`config.mk`:
```
export PLATFORM = sky130hd
export DESIGN_NAME = uart_fifo_frame_drain_flat
export DESIGN_NICKNAME = d
export VERILOG_FILES = /design/src/rtl/uart_frame_pkg.sv /design/src/rtl/uart_fifo_frame_drain_if.sv /design/src/rtl/uart_byte_skid.sv /design/src/rtl/uart_fifo_frame_drain.sv /design/src/flat_wrapper.sv
export SDC_FILE = /design/constraint.sdc
export NUM_CORES = 1
export LEC_CHECK = 0
export CAP_MARGIN = 20
export CORE_UTILIZATION = 51
export CTS_CLUSTER_SIZE = 24
export DETAILED_ROUTE_END_ITERATION = 8
export PLACE_DENSITY = 0.91
export SETUP_SLACK_MARGIN = 0.02
export SLEW_MARGIN = 40
export SYNTH_ARGS = -nofsm -noshare
export SYNTH_HDL_FRONTEND = slang
export SYNTH_SLANG_ARGS = --single-unit
```
`constraint.sdc`:
```
create_clock -name clk -period 2.85 [get_ports clk]
set_input_delay 0.4275 -clock clk [delete_from_list [all_inputs] [get_ports clk]]
set_output_delay 0.4275 -clock clk [all_outputs]
set_load 0.05 [all_outputs]
```
`src/rtl/uart_frame_pkg.sv`:
```
// Shared definitions for the UART frame drain: state encoding,
// default header bytes and the 12-bit sample byte split.
package uart_frame_pkg;

    localparam int         SAMPLE_W = 12;
    localparam logic [7:0] HDR0_DEF = 8'hA5;
    localparam logic [7:0] HDR1_DEF = 8'h5A;

    // Nine states do not fit in three bits, so the encoding is four bits wide.
    typedef enum logic [3:0] {
        ST_IDLE,
        ST_HDR0,
        ST_HDR1,
        ST_FETCH,
        ST_WAIT,
        ST_SEND_HI,
        ST_SEND_LO,
        ST_CSUM,
        ST_DONE
    } state_t;

    function automatic logic [7:0] sample_byte(
        input logic [SAMPLE_W-1:0] d,
        input logic                hi
    );
        return hi ? {4'h0, d[11:8]} : d[7:0];
    endfunction

endpackage

```
`src/rtl/uart_fifo_frame_drain_if.sv`:
```
// Byte stream handshake towards the UART transmitter.
interface uart_fifo_frame_drain_if;

    logic [7:0] tx_data;
    logic       tx_valid;
    logic       tx_ready;

    modport master (
        output tx_data,
        output tx_valid,
        input  tx_ready
    );

    modport slave (
        input  tx_data,
        input  tx_valid,
        output tx_ready
    );

endinterface

```
`src/rtl/uart_byte_skid.sv`:
```
// One-entry output register; holds the byte stable while the
// transmitter applies backpressure.
module uart_byte_skid (
    input  logic       clk,
    input  logic       rst_n,
    input  logic       flush,
    input  logic       load_valid,
    input  logic [7:0] load_data,
    uart_fifo_frame_drain_if.master tx
);

    always_ff @(posedge clk or negedge rst_n) begin
        if (!rst_n) begin
            tx.tx_valid <= 1'b0;
            tx.tx_data  <= 8'h00;
        end else if (flush) begin
            tx.tx_valid <= 1'b0;
            tx.tx_data  <= 8'h00;
        end else if (!tx.tx_valid || tx.tx_ready) begin
            tx.tx_valid <= load_valid;
            tx.tx_data  <= load_data;
        end
    end

endmodule

```
`src/rtl/uart_fifo_frame_drain.sv`:
```
// Read-side FIFO drain: frames FRAME_LEN samples as a header,
// hi/lo sample bytes and an XOR checksum for the UART.
module uart_fifo_frame_drain
    import uart_frame_pkg::*;
#(
    parameter int         DATA_WIDTH = SAMPLE_W,
    parameter int         LVL_WIDTH  = 11,
    parameter int         FRAME_LEN  = 256,
    parameter logic [7:0] HDR0       = HDR0_DEF,
    parameter logic [7:0] HDR1       = HDR1_DEF
) (
    input  logic                  clk,
    input  logic                  rst_n,
    input  logic                  start,
    input  logic                  abort,
    output logic                  fifo_rd_en,
    input  logic [DATA_WIDTH-1:0] fifo_rd_data,
    input  logic                  fifo_rd_empty,
    input  logic [LVL_WIDTH-1:0]  fifo_rd_water_level,
    uart_fifo_frame_drain_if.master tx,
    output logic                  busy,
    output logic                  frame_done,
    output logic [LVL_WIDTH-1:0]  sample_cnt
);

    localparam logic [LVL_WIDTH-1:0] FRAME_LVL = LVL_WIDTH'(FRAME_LEN);

    state_t                state_q, state_d;
    logic [DATA_WIDTH-1:0] hold_q, hold_d;
    logic [7:0]            csum_q, csum_d;
    logic [LVL_WIDTH-1:0]  cnt_d;
    logic                  xfer;
    logic                  start_ok;
    logic                  load_valid;
    logic [7:0]            load_data;

    assign xfer       = tx.tx_valid && tx.tx_ready;
    assign busy       = (state_q != ST_IDLE);
    assign frame_done = (state_q == ST_DONE);
    assign start_ok   = (state_q == ST_IDLE) && (state_d == ST_HDR0);

    always_comb begin
        state_d    = state_q;
        fifo_rd_en = 1'b0;
        unique case (state_q)
            ST_IDLE:
                if (start && fifo_rd_water_level >= FRAME_LVL)
                    state_d = ST_HDR0;
            ST_HDR0:    if (xfer) state_d = ST_HDR1;
            ST_HDR1:    if (xfer) state_d = ST_FETCH;
            ST_FETCH:
                if (!fifo_rd_empty) begin
                    fifo_rd_en = 1'b1;
                    state_d    = ST_WAIT;
                end
            ST_WAIT:    state_d = ST_SEND_HI;
            ST_SEND_HI: if (xfer) state_d = ST_SEND_LO;
            ST_SEND_LO:
                if (xfer)
                    state_d = (sample_cnt < FRAME_LVL) ? ST_FETCH : ST_CSUM;
            ST_CSUM:    if (xfer) state_d = ST_DONE;
            ST_DONE:    state_d = ST_IDLE;
            default:    state_d = ST_IDLE;
        endcase
        if (abort) begin
            state_d    = ST_IDLE;
            fifo_rd_en = 1'b0;
        end
    end

    always_comb begin
        hold_d = hold_q;
        csum_d = csum_q;
        cnt_d  = sample_cnt;
        if (state_q == ST_WAIT && !abort)
            hold_d = fifo_rd_data;
        if (start_ok) begin
            csum_d = 8'h00;
            cnt_d  = '0;
        end else begin
            if (xfer && (state_q == ST_SEND_HI || state_q == ST_SEND_LO))
                csum_d = csum_q ^ tx.tx_data;
            if (fifo_rd_en && sample_cnt != FRAME_LVL)
                cnt_d = sample_cnt + 1'b1;
        end
    end

    // The output register is loaded from the next state, so the byte on
    // the wire always matches the state that owns it.
    always_comb begin
        load_valid = 1'b1;
        load_data  = 8'h00;
        unique case (state_d)
            ST_HDR0:    load_data = HDR0;
            ST_HDR1:    load_data = HDR1;
            ST_SEND_HI: load_data = sample_byte(hold_d, 1'b1);
            ST_SEND_LO: load_data = sample_byte(hold_d, 1'b0);
            ST_CSUM:    load_data = csum_d;
            default:    load_valid = 1'b0;
        endcase
    end

    always_ff @(posedge clk or negedge rst_n) begin
        if (!rst_n) begin
            state_q    <= ST_IDLE;
            hold_q     <= '0;
            csum_q     <= 8'h00;
            sample_cnt <= '0;
        end else begin
            state_q    <= state_d;
            hold_q     <= hold_d;
            csum_q     <= csum_d;
            sample_cnt <= cnt_d;
        end
    end

    uart_byte_skid u_skid (
        .clk        (clk),
        .rst_n      (rst_n),
        .flush      (abort),
        .load_valid (load_valid),
        .load_data  (load_data),
        .tx         (tx)
    );

endmodule

```
`src/flat_wrapper.sv`:
```
// flat-port wrapper written by rule: the top's interface ports become plain ports
module uart_fifo_frame_drain_flat import uart_frame_pkg::*;
#(
    parameter int         DATA_WIDTH = SAMPLE_W,
    parameter int         LVL_WIDTH  = 11,
    parameter int         FRAME_LEN  = 256,
    parameter logic [7:0] HDR0       = HDR0_DEF,
    parameter logic [7:0] HDR1       = HDR1_DEF
)
  (clk, rst_n, start, abort, fifo_rd_en, fifo_rd_data, fifo_rd_empty, fifo_rd_water_level, busy, frame_done, sample_cnt, tx_tx_data, tx_tx_valid, tx_tx_ready);
  uart_fifo_frame_drain_if tx_i ();
  input  logic clk;
  input  logic rst_n;
  input  logic start;
  input  logic abort;
  output logic fifo_rd_en;
  input  logic [DATA_WIDTH-1:0] fifo_rd_data;
  input  logic fifo_rd_empty;
  input  logic [LVL_WIDTH-1:0] fifo_rd_water_level;
  output logic busy;
  output logic frame_done;
  output logic [LVL_WIDTH-1:0] sample_cnt;
  output wire logic [$bits(tx_i.tx_data)-1:0] tx_tx_data;
  output wire logic [$bits(tx_i.tx_valid)-1:0] tx_tx_valid;
  input wire logic [$bits(tx_i.tx_ready)-1:0] tx_tx_ready;
  assign tx_tx_data = tx_i.tx_data;
  assign tx_tx_valid = tx_i.tx_valid;
  assign tx_i.tx_ready = tx_tx_ready;
  uart_fifo_frame_drain #(.DATA_WIDTH(DATA_WIDTH), .LVL_WIDTH(LVL_WIDTH), .FRAME_LEN(FRAME_LEN), .HDR0(HDR0), .HDR1(HDR1)) u_core (.clk(clk), .rst_n(rst_n), .start(start), .abort(abort), .fifo_rd_en(fifo_rd_en), .fifo_rd_data(fifo_rd_data), .fifo_rd_empty(fifo_rd_empty), .fifo_rd_water_level(fifo_rd_water_level), .tx(tx_i), .busy(busy), .frame_done(frame_done), .sample_cnt(sample_cnt));
endmodule
```
==> run_summary.xml <==
<?xml version="1.0" encoding="UTF-8"?>
<metrics>
  <group name="detailed_routing">
    <metric name="final_antenna_net_count" unit="">0</metric>
    <metric name="initialDrtViolationCount" unit="">182</metric>
    <metric name="drt_pass1_iterations" unit="">6</metric>
    <metric name="drt-wirelength-per-cell" unit="um">15.3</metric>
    <metric name="remaining_drc_errors" unit="">2</metric>
    <metric name="route.final.wire_length" unit="mm">5.27</metric>
    <metric name="post_drt_via_cell_ratio" unit="">5.84</metric>
    <metric name="detailroute.via_count" unit="">2014</metric>
  </group>
  <group name="floorplan">
    <metric name="num_rows" unit="">24</metric>
    <metric name="floorplan.io_pins" unit="">52</metric>
    <metric name="core-area" unit="mm2">0.00447</metric>
    <metric name="dieWidth" unit="um">71.0</metric>
    <metric name="die_area" unit="mm2">0.00504</metric>
    <metric name="start_util" unit="%">54.2</metric>
    <metric name="die_y" unit="um">71.0</metric>
  </group>
  <group name="worst_setup_path">
    <metric name="worst-r2r-cell-count" unit="">7</metric>
    <metric name="worst_path_dominant_cell_family" unit="">buffers and inverters</metric>
    <metric name="worstPathArrival" unit="ns">2.07</metric>
    <metric name="crit_type" unit="">reg -&gt; out</metric>
    <metric name="combined_buffer_and_inverter_count_along_the_critical_path" unit="">2</metric>
    <metric name="timing.critical_path.slowest_cell_delay" unit="ns">0.71</metric>
    <metric name="crit-reg2reg-launch" unit="">u_core.sample_cnt[9]</metric>
    <metric name="setup.worst_path.end" unit="">busy</metric>
    <metric name="endpoint_kind" unit="">output pin</metric>
    <metric name="crit_fanout" unit="">13</metric>
    <metric name="worst-r2r-setup-slack" unit="ns">0.47</metric>
    <metric name="reg2reg_to" unit="">u_core.u_skid.tx.tx_data[5]</metric>
    <metric name="crit_slowest_cell" unit="">sky130_fd_sc_hd__clkdlybuf4s50_1</metric>
    <metric name="crit_start" unit="">u_core.state_q[1]</metric>
    <metric name="startpoint_type" unit="">register</metric>
    <metric name="crit_required" unit="ns">2.42</metric>
    <metric name="crit_cells" unit="">3</metric>
    <metric name="crit_path_cell_trace" unit="">nor4_1, inv_1, clkdlybuf4s50_1</metric>
  </group>
  <group name="global_routing">
    <metric name="grt_first_pass_wirelength" unit="mm">9.02</metric>
    <metric name="first_global_vias" unit="">1973</metric>
    <metric name="grt_antenna_before_repair" unit="">0</metric>
    <metric name="grt_start_max_net_pins" unit="">45</metric>
    <metric name="grt_use_total" unit="%">22.8</metric>
    <metric name="overflow" unit="">0</metric>
  </group>
  <group name="timing">
    <metric name="maxSlewHeadroom" unit="%">54.3</metric>
    <metric name="finalWorstPathRequiredPeriod" unit="ns">2.50</metric>
    <metric name="finalSetupTns" unit="ns">0</metric>
    <metric name="setup_viol_count_final" unit="">0</metric>
    <metric name="grt_setup_unrepaired" unit="">false</metric>
    <metric name="fin_skew" unit="ns">0.00974</metric>
    <metric name="worst_pin_slew" unit="ns">0.684</metric>
    <metric name="timing.final.crit_share" unit="%">87.8</metric>
    <metric name="max_freq" unit="MHz">400</metric>
    <metric name="number_of_max_slew_violations_in_the_final_report" unit="">0</metric>
    <metric name="finalHoldViolCount" unit="">0</metric>
  </group>
  <group name="clock_tree">
    <metric name="post-cts-setup-buffers" unit="">0</metric>
    <metric name="cts_root_buf" unit="">sky130_fd_sc_hd__clkbuf_8</metric>
    <metric name="clk_path_buf_depth" unit="">2</metric>
    <metric name="numClockSinks" unit="">44</metric>
    <metric name="cts.clk_slew.worst_paths" unit="ns">0.08</metric>
    <metric name="holdBufCountCts" unit="">0</metric>
    <metric name="insertion_delay" unit="ns">0.29</metric>
    <metric name="tritoncts" unit="">done</metric>
    <metric name="tritoncts.num_buffers" unit="">5</metric>
    <metric name="h_tree_levels" unit="">2</metric>
    <metric name="cts.repair.resized" unit="">0</metric>
  </group>
  <group name="synthesis">
    <metric name="synth-seq-area-share" unit="%">45.4</metric>
    <metric name="ys_warn_count" unit="">0</metric>
    <metric name="synth.avg_cell_area" unit="um2">9.78</metric>
    <metric name="mappedNetlistArea" unit="mm2">0.00243</metric>
    <metric name="synth_enable_flop_cells" unit="">0</metric>
    <metric name="main_synth_ff_type" unit="">sky130_fd_sc_hd__dfrtp_1</metric>
    <metric name="mappedNetlistNets" unit="">279</metric>
    <metric name="netlist_top_cells_area" unit="">sky130_fd_sc_hd__dfrtp_1, sky130_fd_sc_hd__mux2_2, sky130_fd_sc_hd__mux2i_1</metric>
    <metric name="netlist-cell-type-count" unit="">47</metric>
    <metric name="postSynthCellCount" unit="">248</metric>
    <metric name="netlist.area_leader.share" unit="%">45.4</metric>
    <metric name="async_reset_ff_share" unit="%">100</metric>
    <metric name="synth_seq_cells" unit="">44</metric>
    <metric name="synth.largest_area_cell" unit="">sky130_fd_sc_hd__dfrtp_1</metric>
  </group>
  <group name="cells_and_area">
    <metric name="final_layout_size_suffix_gt1_share" unit="%">10.9</metric>
    <metric name="post-route-cell-area" unit="mm2">0.00299</metric>
    <metric name="areaGrowthSynthToFinish" unit="%">23.2</metric>
    <metric name="fin_cells" unit="">345</metric>
    <metric name="n_fill_cell" unit="">332</metric>
    <metric name="antenna_cells" unit="">0</metric>
    <metric name="layout.nets" unit="">323</metric>
    <metric name="final_core_utilization" unit="%">66.8</metric>
  </group>
  <group name="place">
    <metric name="place.detailed.instances" unit="">337</metric>
    <metric name="detailedPlacementHpwl" unit="mm">3.68</metric>
    <metric name="portBuffers" unit="">43</metric>
    <metric name="gp_congestion" unit="">0.820</metric>
    <metric name="postPlaceCellArea" unit="mm2">0.00290</metric>
  </group>
  <group name="power_and_ir_drop">
    <metric name="power_leakage" unit="nW">1.30</metric>
    <metric name="power.density" unit="mW/mm2">592</metric>
    <metric name="peakVddDrop" unit="mV">0.506</metric>
    <metric name="finalPower" unit="mW">1.77</metric>
  </group>
  <group name="job">
    <metric name="max_cap_viol_count" unit="">0</metric>
  </group>
  <group name="status">
    <metric name="failed_checks" unit="">DRC</metric>
    <metric name="status" unit="">finished with violations</metric>
  </group>
  <group name="min_path">
    <metric name="holdCritPathClass" unit="">in -&gt; async</metric>
  </group>
</metrics>
==> report_power, final <==
| part | switching, mW | total (mW) | leakage [nW] | internal [mW] |
|---|---|---|---|---|
| registers | 0.0684 | 0.794 | 0.598 | 0.725 |
| logic | 0.342 | 0.576 | 0.654 | 0.234 |
| clock network | 0.204 | 0.401 | 0.0445 | 0.197 |
==> worst min-delay path by stage <==
stage,to,slack (ns),cells after the start
3_5_place_dp,u_core.hold_q[8],0.45,1
6_report,u_core.hold_q[8],0.12,1
5_1_grt,u_core.hold_q[6],0.15,1
2_1_floorplan,u_core.csum_q[0],0.13,0
4_1_cts,u_core.hold_q[8],0.13,1
3_3_place_gp,u_core.hold_q[11],0.47,2
==> per-layer routing <==
metal	global-route usage [%]	share of wire [%]	vias up
met5	0	0	-
met3	4.70	6.5	4
met4	8.00	0.89	0
met2	36.3	49	65
li1	-	-	966
met1	31.1	43	979
==> cell type report <==
cell class              instances  area, um2  area share [%]
clock inverters                 1       7.51           0.251
well taps                      52       65.1            2.18
flip-flops and latches         44       1100            36.8
inverters                      12       50.0            1.67
multi-input cells             180       1210            40.4
repair buffers                 49        470            15.7
clock buffers                   7       86.3            2.89
==> Yosys cell counts, types with 3 or more instances <==
library cell / n
sky130_fd_sc_hd__xor2_1: 9
sky130_fd_sc_hd__mux2_2: 9
sky130_fd_sc_hd__xnor2_1: 6
sky130_fd_sc_hd__mux2i_1: 8
sky130_fd_sc_hd__and2_1: 7
sky130_fd_sc_hd__nand3_1: 11
sky130_fd_sc_hd__and3_1: 4
sky130_fd_sc_hd__nand2_1: 19
sky130_fd_sc_hd__a21oi_1: 13
sky130_fd_sc_hd__buf_2: 8
sky130_fd_sc_hd__o31ai_1: 5
sky130_fd_sc_hd__nand4_1: 3
sky130_fd_sc_hd__o21ai_0: 10
sky130_fd_sc_hd__nand2b_1: 6
sky130_fd_sc_hd__inv_1: 11
sky130_fd_sc_hd__nor2_1: 19
sky130_fd_sc_hd__nor4_1: 3
sky130_fd_sc_hd__nor3b_1: 6
sky130_fd_sc_hd__or3_1: 7
sky130_fd_sc_hd__nor2b_1: 3
sky130_fd_sc_hd__dfrtp_1: 44
==> registers in the layout, indices dropped and copies added, names as in the netlist <==
name	flops
u_core.hold_q	12
u_core.sample_cnt	11
u_core.csum_q	8
u_core.u_skid.tx.tx_data	8
u_core.state_q	4
u_core.u_skid.tx.tx_valid	1
==> worst register-to-register path, stage by stage (launching register included) <==
cell                        delay (ns)
sky130_fd_sc_hd__dfrtp_1          0.44
sky130_fd_sc_hd__or3_1            0.40
sky130_fd_sc_hd__o2111ai_1        0.18
sky130_fd_sc_hd__and2_1           0.34
sky130_fd_sc_hd__inv_6            0.07
sky130_fd_sc_hd__nor4b_4          0.53
sky130_fd_sc_hd__a21oi_1          0.12
sky130_fd_sc_hd__o221ai_1         0.21
==> layout by cell type (no fill, tap or decap), drive strengths merged, types with 4 or more instances in the layout <==
master         netlist  routed
nor3b                7       7
xor2                 9       9
buf                 10       8
clkbuf               2       7
xnor2                6       6
or3                  7       7
o31ai                5       5
inv                 12      12
a21oi               13      13
clkdlybuf4s50        0      41
mux2i                8       8
dfrtp               44      44
nand2               19      19
nand3               11      11
mux2                 9       9
nand2b               6       6
and3                 4       4
and2                 8       8
nor2                19      19
o21ai               13      13
==> through the flow <==
stage / hold slack [ns] / setup slack (ns)
after floorplan: 0.132 / 0.223
after global placement: 0.469 / 0.219
after detailed placement: 0.448 / 0.181
after CTS: 0.130 / 0.341
after global routing: 0.148 / 0.174
final: 0.115 / 0.349
==> cells by family (layout without fill, tap and decap cells) <==
kind of cell / count (synthesis) / after routing / share of synthesized area, %
AND/OR/NAND/NOR: 102 / 102 / 24.1
AO/OA/AOI/OAI: 44 / 44 / 11.8
flip-flops: 44 / 44 / 45.4
buffers and inverters: 24 / 69 / 4.80
multiplexers: 17 / 17 / 7.48
XOR/XNOR: 15 / 15 / 5.42
adder cells (fa/ha/maj): 2 / 2 / 1.03
Power figures use the tool's default switching activity.
